<file path="src/rtl/mat_row_loader_pkg.sv">
// mat_row_loader_pkg: shared MatCache op types, loader states and the scalar element type.
package mat_row_loader_pkg;
  // Elements travel as IEEE-754 single-precision (shortreal) bit patterns.
  typedef logic [31:0] fp32_t;
  typedef enum logic [1:0] {
    MAT_DATA_WRITE_NONE = 2'd0,
    MAT_DATA_WRITE_ROW  = 2'd1,
    MAT_DATA_WRITE_DIAG = 2'd2
  } MatDataWriteOp_t;
  typedef enum logic [1:0] {
    MAT_DATA_READ_NONE = 2'd0,
    MAT_DATA_READ_ROW  = 2'd1,
    MAT_DATA_READ_DIAG = 2'd2
  } MatDataReadOp_t;
  typedef logic [1:0] loader_state_t;
  localparam loader_state_t ST_IDLE  = 2'd0;
  localparam loader_state_t ST_FILL  = 2'd1;
  localparam loader_state_t ST_WRITE = 2'd2;
  localparam loader_state_t ST_DONE  = 2'd3;
endpackage

</file>
<file path="src/rtl/mat_row_loader_buffer.sv">
// mat_row_buffer: WIDTH-entry element register with indexed write; reset discards partial rows.
module mat_row_buffer
  import mat_row_loader_pkg::*;
#(
  parameter int WIDTH = 4
) (
  input  logic                     clock,
  input  logic                     reset,
  input  logic                     we,
  input  logic [$clog2(WIDTH)-1:0] idx,
  input  fp32_t                    wdata,
  output fp32_t [WIDTH-1:0]        rows
);
  always_ff @(posedge clock)
    if (reset) rows <= '0;
    else if (we) rows[idx] <= wdata;
endmodule

</file>
<file path="src/rtl/mat_row_loader.sv">
// mat_row_loader: gathers a row-major scalar stream into rows and issues one MatCache row write per row.
module mat_row_loader
  import mat_row_loader_pkg::*;
#(
  parameter int WIDTH      = 4,
  parameter int CACHE_SIZE = 4
) (
  input  logic                          clock,
  input  logic                          reset,
  input  logic                          start,
  input  logic [$clog2(CACHE_SIZE)-1:0] dest_addr,
  output logic                          busy,
  output logic                          done,
  input  logic                          in_valid,
  output logic                          in_ready,
  input  fp32_t                         in_data,
  output MatDataWriteOp_t               write_op,
  output logic [$clog2(CACHE_SIZE)-1:0] write_addr1,
  output logic [$clog2(WIDTH)-1:0]      write_param,
  output fp32_t [WIDTH-1:0]             data_in
);
  localparam int CW = $clog2(WIDTH);
  localparam int AW = $clog2(CACHE_SIZE);
  localparam logic [CW-1:0] LAST = CW'(WIDTH - 1);
  loader_state_t state;
  logic [CW-1:0] row, col;
  logic [AW-1:0] slot;
  logic accept;
  assign in_ready    = state == ST_FILL;
  assign accept      = in_ready && in_valid;
  assign busy        = in_ready || state == ST_WRITE;
  assign done        = state == ST_DONE;
  assign write_op    = state == ST_WRITE ? MAT_DATA_WRITE_ROW : MAT_DATA_WRITE_NONE;
  assign write_addr1 = slot;
  assign write_param = row;
  mat_row_buffer #(.WIDTH(WIDTH)) u_buf (
    .clock (clock),
    .reset (reset),
    .we    (accept),
    .idx   (col),
    .wdata (in_data),
    .rows  (data_in)
  );
  // col parks at LAST after the final element; WRITE clears it, so neither counter wraps.
  always_ff @(posedge clock)
    if (reset) begin
      state <= ST_IDLE;
      row   <= '0;
      col   <= '0;
      slot  <= '0;
    end else begin
      case (state)
        ST_IDLE:
          if (start) begin
            slot  <= dest_addr;
            row   <= '0;
            col   <= '0;
            state <= ST_FILL;
          end
        ST_FILL:
          if (in_valid) begin
            if (col == LAST) state <= ST_WRITE;
            else col <= col + 1'b1;
          end
        ST_WRITE:
          if (row == LAST) state <= ST_DONE;
          else begin
            row   <= row + 1'b1;
            col   <= '0;
            state <= ST_FILL;
          end
        ST_DONE: state <= ST_IDLE;
        default: state <= ST_IDLE;
      endcase
    end
endmodule

</file>
<file path="config.mk">
export PLATFORM = sky130hd
export DESIGN_NAME = mat_row_loader
export DESIGN_NICKNAME = d
export VERILOG_FILES = /design/src/rtl/mat_row_loader_pkg.sv /design/src/rtl/mat_row_loader_buffer.sv /design/src/rtl/mat_row_loader.sv
export SDC_FILE = /design/constraint.sdc
export NUM_CORES = 1
export LEC_CHECK = 0
export ABC_AREA = 1
export CAP_MARGIN = 5
export CORE_ASPECT_RATIO = 1.2
export CORE_MARGIN = 2
export CORE_UTILIZATION = 51
export CTS_BUF_LIST = sky130_fd_sc_hd__clkbuf_4
export DETAILED_ROUTE_END_ITERATION = 7
export GPL_TIMING_DRIVEN = 0
export PLACE_DENSITY = 0.87
export RECOVER_POWER = 100
export SLEW_MARGIN = 0
export SYNTH_ARGS = -nofsm -noshare
export SYNTH_HDL_FRONTEND = slang
export SYNTH_SLANG_ARGS = --single-unit
</file>
<file path="constraint.sdc">
create_clock -name clock -period 2.4 [get_ports clock]
set_clock_uncertainty 0.15 [all_clocks]
set_input_delay 0.48 -clock clock [delete_from_list [all_inputs] [get_ports clock]]
set_output_delay 0.48 -clock clock [all_outputs]
set_load 0.03 [all_outputs]
</file>
======== Word level (Yosys, flattened, before mapping) ========
Cells that the tools add are included.
operators by class
  eq/ne operators ......................... 10
  multiplexer cells ....................... 16
  reductions and logical operators ........ 10
  $lt $le $gt $ge ......................... 2
  $add $sub $neg .......................... 2
operators by type and width
  operator                                              number
  bitwise mux 128 bit                                   1
  demux 32 bit (select 2 bit)                           1
  two-way mux 32 bit                                    1
  two-way mux 2 bit                                     9
  equality test 2 bit (second input constant)           4
  != test 2 bit (second input constant)                 4
  case mux 2 bit (4 select lines)                       1
  case mux 2 bit (3 select lines)                       1
  AND reduction 3 bit                                   2
  AND reduction 5 bit                                   1
  adder 2 x 1 -> 2 bit (second input constant)          2
  case mux 2 bit (2 select lines)                       1
  < comparator 2 x 3 -> 1 bit (second input constant)   1
  nonzero test 3 bit                                    1
  equality test 2 x 1 -> 1 bit (second input constant)  1
  >= comparator 2 x 1 -> 1 bit (second input constant)  1
  logical AND 1 bit                                     2
  zero test 2 bit                                       1
  != test 2 x 1 -> 1 bit (second input constant)        1
  AND reduction 2 bit                                   1
  nonzero test 2 bit                                    1
  logical OR 1 bit                                      1
  two-way mux 1 bit                                     1
word-level totals
  word-level logic and storage cells ...... 48
  register bits ........................... 136
  input bits .............................. 38
  output and inout port bits .............. 137

======== Longest topological paths before layout ========
Gate-level depths: netlist of run 1.
  depth in word-level cells ............... 5
  mapped depth ............................ 9
  depth with buffers taken out ............ 8

======== Cells and area by module ========
Synthesis of run 1 repeated with hierarchy kept, for this count alone.
second synthesis, totals
  cells, all modules ...................... 904
  area total of the unflattened synthesis .. 5831.8 sq um
modules (own cells, without submodules)
  module          times used  seq. area each (sq um)  cells each  area an instance (sq um)
  mat_row_buffer  1           2562.5                  820         5297.6
  mat_row_loader  1           160.2                   84          534.3

======== Worst setup path before layout of run 1 ========
OpenSTA, ideal clock, no wires.
  kind .................................... reg-to-reg
  start point ............................. register state[1]
  end point ............................... register u_buf.rows[44] (netlist name)
  path buffers ............................ 2
  path slack .............................. 0.699 ns
  data required time ...................... 2.134 ns
  clock period less this slack ............ 1.701 ns
  cell stages (with the launch flop) ...... 8
  data arrival time ....................... 1.434 ns
  library setup time ...................... 0.116 ns
  cells stage by stage .................... dfxtp_1 inv_1 ha_1 buf_6 nand3_4 buf_6 o21ai_1 a21oi_1
between the ends
  longest elaborated chain between the ends .. 2
ends and longest elaborated chain
  item                            RTL line                     source
  start: declaration              mat_row_loader.sv:25         loader_state_t state;
  start signal: assignment        mat_row_loader.sv:47         state <= ST_IDLE;
  start signal: assignment        mat_row_loader.sv:58         state <= ST_FILL;
  start signal: assignment        mat_row_loader.sv:62         if (col == LAST) state <= ST_WRITE;
  equality test 2 x 1 -> 1 bit    mat_row_loader.sv:29         assign in_ready = state == ST_FILL;
  via in_ready                    mat_row_loader.sv:15         output logic in_ready,
  logical AND 1 bit               mat_row_loader.sv:30         assign accept = in_ready && in_valid;
  end signal: indexed assignment  mat_row_loader_buffer.sv:16  else if (we) rows[idx] <= wdata;
  end: declaration                mat_row_loader_buffer.sv:12  output fp32_t [WIDTH-1:0] rows
The timed path passes the listed nets, and every way through them passes these cells.
A chain may end at the register's enable or synchronous reset.

======== Worst setup path after layout of run 1 ========
  start point ............................. register u_buf.rows[65] (netlist name)
  end point ............................... output data_in[65] (netlist name)
RTL lines
  item              RTL line              source
  end: declaration  mat_row_loader.sv:20  output fp32_t [WIDTH-1:0] data_in
No word-level cell between the ends.

==> results, run 1 <==
- The register-to-register path setup slack is 0.20 ns.
- Dividing the detail-routed wire length by the instance count gives 16.3 um.
- The flow ran to the end, and the final reports show no timing, DRC or antenna violations.
- After clock tree synthesis, the clock-pin slew on the worst setup and hold paths is 0.12 ns.
- The endpoint identified for the worst register-to-register timing path is u_buf.rows[126]$_SDFFE_PP0P_.
- The number of maximum-capacitance violations is 0.
- Setup violations remaining at the end of the flow were counted as 0.
- Of all nets on the critical path, the largest fanout is 2.
- In this run the standard cell core region covers 0.0104 mm2.
- Measured against its own limit, the worst slew margin works out to 62.7%.
- The clock tree from TritonCTS is done.
- The utilization of the core after routing is 70.7%.
- In this design, the stage delay of the slowest critical-path cell is 0.78 ns.
- Setup slack on the critical path of the routed design comes to 0.101 ns.
- Routability-driven placement finished with a final weighted congestion of 0.844.
- The initial utilization of the core area, before any placement, comes to 51.7%.
- For this design the ratio of total power to cell area is 820 mW/mm2.
- In the synthesized netlist, the number of instances is 633.
- The count of cells along the worst register-to-register path is 7.
- The number of synthesized register bits is 136.
- The final setup TNS is 0 ns.
- Global routing finished with a remaining overflow of 0.
- The endpoint type of the worst setup path is a primary output.
- The sum of buffers and inverters on the critical path is 1.
- TritonCTS created 17 clock buffers.
- The quantity of hold-fixing buffers added after cts is 0.
- The launch point of the worst reg-to-reg path is state[1]$_SDFFE_PP0P_.
- The worst setup path is launched from a flip-flop.
- The multi-input combinational cell area is 0.00162 mm2.
- Hold timing on the final database bottoms out at a slack of 0.274 ns.
- The total number of nets in the final design is 871.
- The slew of the pin with the lowest slew margin is 0.559 ns.
- The number of routed nets with antenna violations is 0.
- The aggregate routed wire length is 15800 um.
- The arrival time reported for the critical path endpoint is 1.67 ns.
- Grouping stages by cell kind, the critical path spends the most delay in buffers and inverters.
- The HPWL after detailed placement is 11600 um.
- The destination of the critical timing path is data_in[65].
- At the worst endpoint, the required time is 1.77 ns.
- The net count after synthesis is 680.
- Once the clock tree was built, the resizer swapped 6 gates to a different size.
- The first-pass GRT wire length is 23700 um.
- In this run the worst hold path is classified as input pin to flip-flop.
- The clock latency on the worst-skew pair is 0.53 ns.
- Timing would allow up to 435 MHz.
- The kind of critical path is flip-flop to primary output.
- The via count of the first global-routing pass is 4887.
- The library cells used most frequently in the layout, excluding fill and tap cells, are sky130_fd_sc_hd__inv_1 (139), sky130_fd_sc_hd__dfxtp_1 (135), sky130_fd_sc_hd__a21oi_1 (132).
- In this run, the number of DRC markers left after iteration 0 of detailed routing was 256.
- The signal on the critical path passes through dlygate4sd3_1.
- During I/O placement, the number of pins put on the boundary was 175.
- The number of buffers on the longest clock path is 2.
- In this run the worst setup path begins at u_buf.rows[65]$_SDFFE_PP0P_.
- The routed via count is 5065.
- The initial antenna violation count is 0.
- Counting the fill cells in the layout gives 822.
- The netlist area before placement is 0.00536 mm2.
- In this run the number of cells on the critical path is 1.
- The layout overhead on the synthesized area is 36.8%.
- Sequential elements use 50.8% of the synthesized area.
- The die width is 97.6 um.
- Buffers placed on the I/O ports in this run total 172.
- Yosys printed 0 warnings.
- CTS built an H-tree with a depth of 4.
- The largest voltage drop on the vdd net is 0.539 mV.
- For this run, the detailed router's first-pass iteration total came to 5.
- Buffers added to address setup during post-CTS repair amount to 0.
- CTS placed an instance of sky130_fd_sc_hd__clkbuf_4 at the clock tree root.
- Leaving out fill and tap cells, the most frequent cell in the layout is sky130_fd_sc_hd__inv_1.
- 0 antenna diodes ended up in the layout.
- The register area is 0.00272 mm2.
- The largest individual stage delay along the critical path comes from the cell sky130_fd_sc_hd__dlygate4sd3_1.
- Prior to clock tree synthesis, the placed netlist has a worst setup slack of 0.292 ns.
- Using the TritonRoute via totals, the vias-per-cell ratio works out to 5.24.
- The number of failing hold endpoints at the final stage is 0.
- The number of remaining DRC errors is 0.
- Averaged over all synthesized cells, the footprint is 8.46 um2.
- In this run the vertical extent of the chip is 116 um.
- After layout, the worst path uses 95.8% of the clock period.
- The number of pins with negative max-slew slack in the final report is 0.
- The placement row count is 41.
- Global routing used 26.9% of the available tracks across all layers.
- Synthesis instantiated 22 different standard cells from the library.
- In the final layout, the share of cells above drive strength 1 is 8.96%.
- In this run the static leakage power is 3.10 nW.
- Entering global routing, the biggest net connects 17 pins.
- The die covers 0.0113 mm2.
- Setup repair after global routing left no endpoint under its margin.
- The clock period could shrink to 2.30 ns.
- The number of clock sinks is 136.
==> kinds of logic (layout without fill, tap and decap cells) <==
group / count (synthesis) / in the layout / synth area share [%]
adders and majority gates: 9 / 9 / 2.10
DFF: 136 / 136 / 50.8
other: 1 / 1 / 0.0700
and+or+nand+nor: 42 / 42 / 4.37
buffers and inverters: 182 / 386 / 17.0
AOI/OAI and AO/OA: 263 / 263 / 25.6
==> how the worst min path moves through the flow <==
| stage | start | endpoint | slack (ns) | cells after the start |
|---|---|---|---|---|
| after global routing | in_valid | state[1]$_SDFFE_PP0P_ | 0.28 | 6 |
| after floorplan | state[1]$_SDFFE_PP0P_ | state[1]$_SDFFE_PP0P_ | 0.33 | 2 |
| after global placement | u_buf.rows[46]$_SDFFE_PP0P_ | u_buf.rows[46]$_SDFFE_PP0P_ | 0.28 | 2 |
| after detailed placement | u_buf.rows[31]$_SDFFE_PP0P_ | u_buf.rows[31]$_SDFFE_PP0P_ | 0.28 | 2 |
| after CTS | in_valid | col[0]$_SDFFE_PP0P_ | 0.25 | 6 |
| final | in_valid | state[0]$_SDFFE_PP0P_ | 0.27 | 6 |
==> sequential cells by signal, indices dropped and copies added (netlist names) <==
signal       count
u_buf.rows     128
write_param      2
state            2
write_addr1      2
col              2
==> routing by layer <==
layer / global-route usage, % / wire length [um] / share of wire, %
met4: 15.0 / 631 / 4.0
met5: 0 / 0 / 0
met2: 48.8 / 8110 / 51
met3: 7.84 / 1050 / 6.6
met1: 28.1 / 5980 / 38
==> cells in the mapped netlist <==
| cell | number | area (um2) |
|---|---|---|
| sky130_fd_sc_hd__or2_2 | 1 | 6.26 |
| sky130_fd_sc_hd__a21oi_1 | 132 | 661 |
| sky130_fd_sc_hd__o21ai_0 | 14 | 70.1 |
| sky130_fd_sc_hd__nand3_4 | 4 | 70.1 |
| sky130_fd_sc_hd__ha_1 | 9 | 113 |
| sky130_fd_sc_hd__conb_1 | 1 | 3.75 |
| sky130_fd_sc_hd__buf_2 | 8 | 40.0 |
| sky130_fd_sc_hd__nand2_2 | 2 | 12.5 |
| sky130_fd_sc_hd__nand4_1 | 1 | 6.26 |
| sky130_fd_sc_hd__buf_4 | 3 | 22.5 |
| sky130_fd_sc_hd__inv_2 | 2 | 7.51 |
| sky130_fd_sc_hd__nand2_1 | 18 | 67.6 |
| sky130_fd_sc_hd__buf_6 | 27 | 304 |
| sky130_fd_sc_hd__dfxtp_1 | 136 | 2720 |
| sky130_fd_sc_hd__nor3b_1 | 1 | 7.51 |
| sky130_fd_sc_hd__nor2_1 | 9 | 33.8 |
| sky130_fd_sc_hd__clkbuf_1 | 2 | 7.51 |
| sky130_fd_sc_hd__nand3_1 | 6 | 30.0 |
| sky130_fd_sc_hd__inv_1 | 139 | 522 |
| sky130_fd_sc_hd__clkbuf_4 | 1 | 7.51 |
| sky130_fd_sc_hd__o21ai_2 | 15 | 131 |
| sky130_fd_sc_hd__o21ai_1 | 102 | 510 |
==> metrics by stage <==
stage,cell area (um2),std cells,total power [mW]
2_1_floorplan,5360,633,3.92
3_3_place_gp,7240,934,4.63
3_5_place_dp,7240,934,4.71
4_1_cts,7530,966,6.23
5_1_grt,7330,966,6.26
6_report,7330,966,6.01
==> report_power, final <==
group / switching (mW) / internal, mW / total (mW) / leakage, nW
Sequential: 0.141 / 2.50 / 2.64 / 1.10
Clock: 0.794 / 0.768 / 1.56 / 0.159
Combinational: 1.16 / 0.644 / 1.81 / 1.84
Total: 2.10 / 3.91 / 6.01 / 3.10
==> cell type report <==
type	instances	area share (%)
flip-flops and latches	136	37.2
repair buffers	172	23.4
multi-input cells	315	22.1
inverters	141	7.22
plain buffers	41	3.89
clock buffers	22	2.25
well taps	129	2.20
clock inverters	10	1.74
No activity file was read; power rests on OpenSTA's default activity.
==> run 2, diff against run 1 <==
--- a/config.mk
+++ b/config.mk
@@ -13,6 +13,7 @@
 export CTS_BUF_LIST = sky130_fd_sc_hd__clkbuf_4
 export DETAILED_ROUTE_END_ITERATION = 7
 export GPL_TIMING_DRIVEN = 0
+export HOLD_SLACK_MARGIN = 0.12
 export PLACE_DENSITY = 0.87
 export RECOVER_POWER = 100
 export SLEW_MARGIN = 0
==> results of run 2 <==
The final DEF is identical to that of run 1; final timing and power are the same.
==> run 3, diff against run 2 <==
--- a/config.mk
+++ b/config.mk
@@ -15,8 +15,7 @@
 export GPL_TIMING_DRIVEN = 0
 export HOLD_SLACK_MARGIN = 0.12
 export PLACE_DENSITY = 0.87
-export RECOVER_POWER = 100
-export SLEW_MARGIN = 0
+export SLEW_MARGIN = 15
 export SYNTH_ARGS = -nofsm -noshare
 export SYNTH_HDL_FRONTEND = slang
 export SYNTH_SLANG_ARGS = --single-unit
==> results, run 3 (same netlist as run 1, synthesis figures left out) <==
- The number of placed instances with taps included was 934 (unchanged).
- The share of cells above drive strength 1 is 11.5% (+2.5 points).
- The leading cell type in the layout, fill and taps excluded is sky130_fd_sc_hd__clkdlybuf4s50_1.
- The final routed wire length divided by cell count is 16.4 um (+0.75%).
- The iteration-0 DRC count of the detailed router is 260 (+1.6%).
- The layout overhead on the synthesized area is 40.5%.
- The number of pins with negative max-slew slack in the final report was 0 (unchanged).
- The slew of the pin with the lowest slew margin was 0.569 ns (+0.0105 ns).
- The run finished with clean final reports.
- The upper clock frequency limit is 436 MHz (+0.20%).
- The register ranked first by flip-flop count is u_buf.rows.
- The filler-free cell count of the finished design is 966 (unchanged).
- The setup-violating endpoint count in the final report is 0 (unchanged).
- The number of routed nets with antenna violations is 0 (unchanged).
- The minimum setup slack in the final design is 0.106 ns (+0.00449 ns).
- The last weighted congestion value of the routability-driven placer is 0.844 (unchanged).
- The power after layout is 6.23 mW (+3.7%).
- The top fanout value on the critical path is 3 (+1).
- The placement row count is 41 (unchanged).
- The multi-input combinational cell area is 0.00172 mm2 (+6.4%).
- The H-tree depth reported by CTS is 4 (unchanged).
- The final setup TNS was 0 ns (unchanged).
- The post-CTS clock slew at the launch and capture registers of the worst setup and hold paths is 0.11 ns (about the same).
- The endpoint type of the worst setup path is a primary output.
- The nature of the critical path startpoint is a flip-flop.
- The pin count of the biggest net entering global routing is 17 (unchanged).
- The HPWL after detailed placement is 11600 um (unchanged).
- The clock period minus worst slack is 2.29 ns (-0.00449 ns).
- The total core area came to 0.0104 mm2 (unchanged).
- The worst path required time came to 1.77 ns (about the same).
- The average vias per placed instance is 5.29 (+0.85%).
- The total number of nets in the final design is 871 (unchanged).
- The slowest stage of the critical path belongs to the cell sky130_fd_sc_hd__clkdlybuf4s50_1.
- The clock latency on the worst-skew pair is 0.54 ns (about the same).
- The die outline area is 0.0113 mm2 (unchanged).
- The utilization of the core after routing came to 72.6% (+1.9 points).
- The quantity of hold-fixing buffers added after cts is 0 (unchanged).
- The number of antenna repair diodes is 0 (unchanged).
- The remaining global-route overflow is 0 (unchanged).
- The largest voltage drop on the vdd net is 0.543 mV (+0.58%).
- The sum of buffers and inverters on the critical path is 1 (unchanged).
- The power per unit of standard cell area came to 828 mW/mm2 (+0.89%).
- The CTS root buffer is sky130_fd_sc_hd__clkbuf_4.
- The kind of critical path is flip-flop to primary output.
- The first-pass GRT wire length is 23700 um (unchanged).
- Setup repair after global routing left no endpoint under its margin.
- The stage delay of the slowest cell on the critical path is 0.71 ns (-0.07 ns).
- The clock tree from TritonCTS is done.
- The aggregate routed wire length was 15900 um (+0.75%).
- The tightest min-delay check is of the flip-flop to flip-flop type.
- The number of remaining DRC errors was 0 (unchanged).
- The number of failing hold endpoints at the final stage was 0 (unchanged).
- The final-layout fill cell count came to 773 (-6.0%).
- The count of pins on the block boundary was 175 (unchanged).
- The minimum setup slack after placement came to 0.292 ns (unchanged).
- The overall track demand over capacity in global routing is 26.9% (unchanged).
- The CTS buffer count is 17 (unchanged).
- The number of clock sinks came to 136 (unchanged).
- The count of buffers from port buffering is 172 (unchanged).
- The register area is 0.00272 mm2 (unchanged).
- The via count of the first global-routing pass was 4887 (unchanged).
- The hold slack is 0.297 ns (+0.0235 ns).
- The routed via count came to 5108 (+0.85%).
- The number of maximum-capacitance violations is 0 (unchanged).
- The post-route clock period utilization is 95.6% (-0.19 points).
- The top cell family by delay on the critical path is buffers and inverters.
- Leaving out fill and tap cells, the most frequent cells in the layout are sky130_fd_sc_hd__clkdlybuf4s50_1 (168), sky130_fd_sc_hd__inv_1 (139), sky130_fd_sc_hd__dfxtp_1 (135).
- The post-place instance area is 0.00724 mm2 (unchanged).
- The leakage power summed over all cells is 2.71 nW (-12%).
- The initial antenna violation count is 0 (unchanged).
- The arrival time reported for the critical path endpoint was 1.66 ns (about the same).
- The vertical extent of the die was 116 um (unchanged).
- Walking the worst path, the cells encountered are clkdlybuf4s50_1.
- The flip-flop count of the largest register after layout is 128 (unchanged).
- The post-route cell area was 0.00753 mm2 (+2.7%).
- The count of TritonRoute iterations in the first routing pass was 5 (unchanged).
- The starting density of the core is 51.7% (unchanged).
- The number of buffers on the longest clock path is 2 (unchanged).
- The relative slew slack was 62.0% (-0.70 points).
- The die width was 97.6 um (unchanged).
-- run 3: cell count changes in the layout (fill, tap and decap cells not counted), sizes merged --
cell and change:
clkdlybuf4s50 +127, clkbuf -15, buf +15, dlygate4sd3 -127
-- run 3: area by class of cell --
type	count	area share, %
multi-input combinational	315	22.9
sequential	136	36.2
timing repair buffer	172	22.8
clock inverter	10	1.70
clock buffer	22	2.19
buffer	41	5.07
tap	129	2.14
inverter	141	7.03
-- run 3: report_power, final --
part / internal (mW) / switching (mW)
Combinational: 0.787 / 1.23
Clock: 0.768 / 0.795
Sequential: 2.50 / 0.151
Total: 4.06 / 2.17
-- run 3: final timing paths --
kind                               start                      endpoint  slack [ns]  cells past startpoint
max reg2reg        state[1]$_SDFFE_PP0P_  u_buf.rows[126]$_SDFFE_PP0P_        0.65                      7
min reg2reg   u_buf.rows[0]$_SDFFE_PP0P_    u_buf.rows[0]$_SDFFE_PP0P_        0.30                      2
min           u_buf.rows[0]$_SDFFE_PP0P_    u_buf.rows[0]$_SDFFE_PP0P_        0.30                      2
max          write_param[1]$_SDFFE_PP0P_                write_param[1]        0.11                      1
-- run 3: worst min-delay path, cell delays in order, from the launching register on --
cell	delay, ns
sky130_fd_sc_hd__dfxtp_1	0.32
sky130_fd_sc_hd__inv_1	0.04
sky130_fd_sc_hd__a21oi_1	0.05
-- run 3: timing repair --
action                     in CTS  in global routing
setup endpoints to repair       4                  2
buffers inserted                0                  0
pin swaps                       0                  0
gates resized for setup         6                  3
-- run 3: routing by layer --
metal | vias to the layer above | GRT usage [%] | routed length, um
met5 | - | 0 | 0
met4 | 0 | 15.0 | 639
met3 | 51 | 7.84 | 1050
met1 | 2409 | 28.1 | 6050
li1 | 2425 | - | -
met2 | 223 | 48.8 | 8150
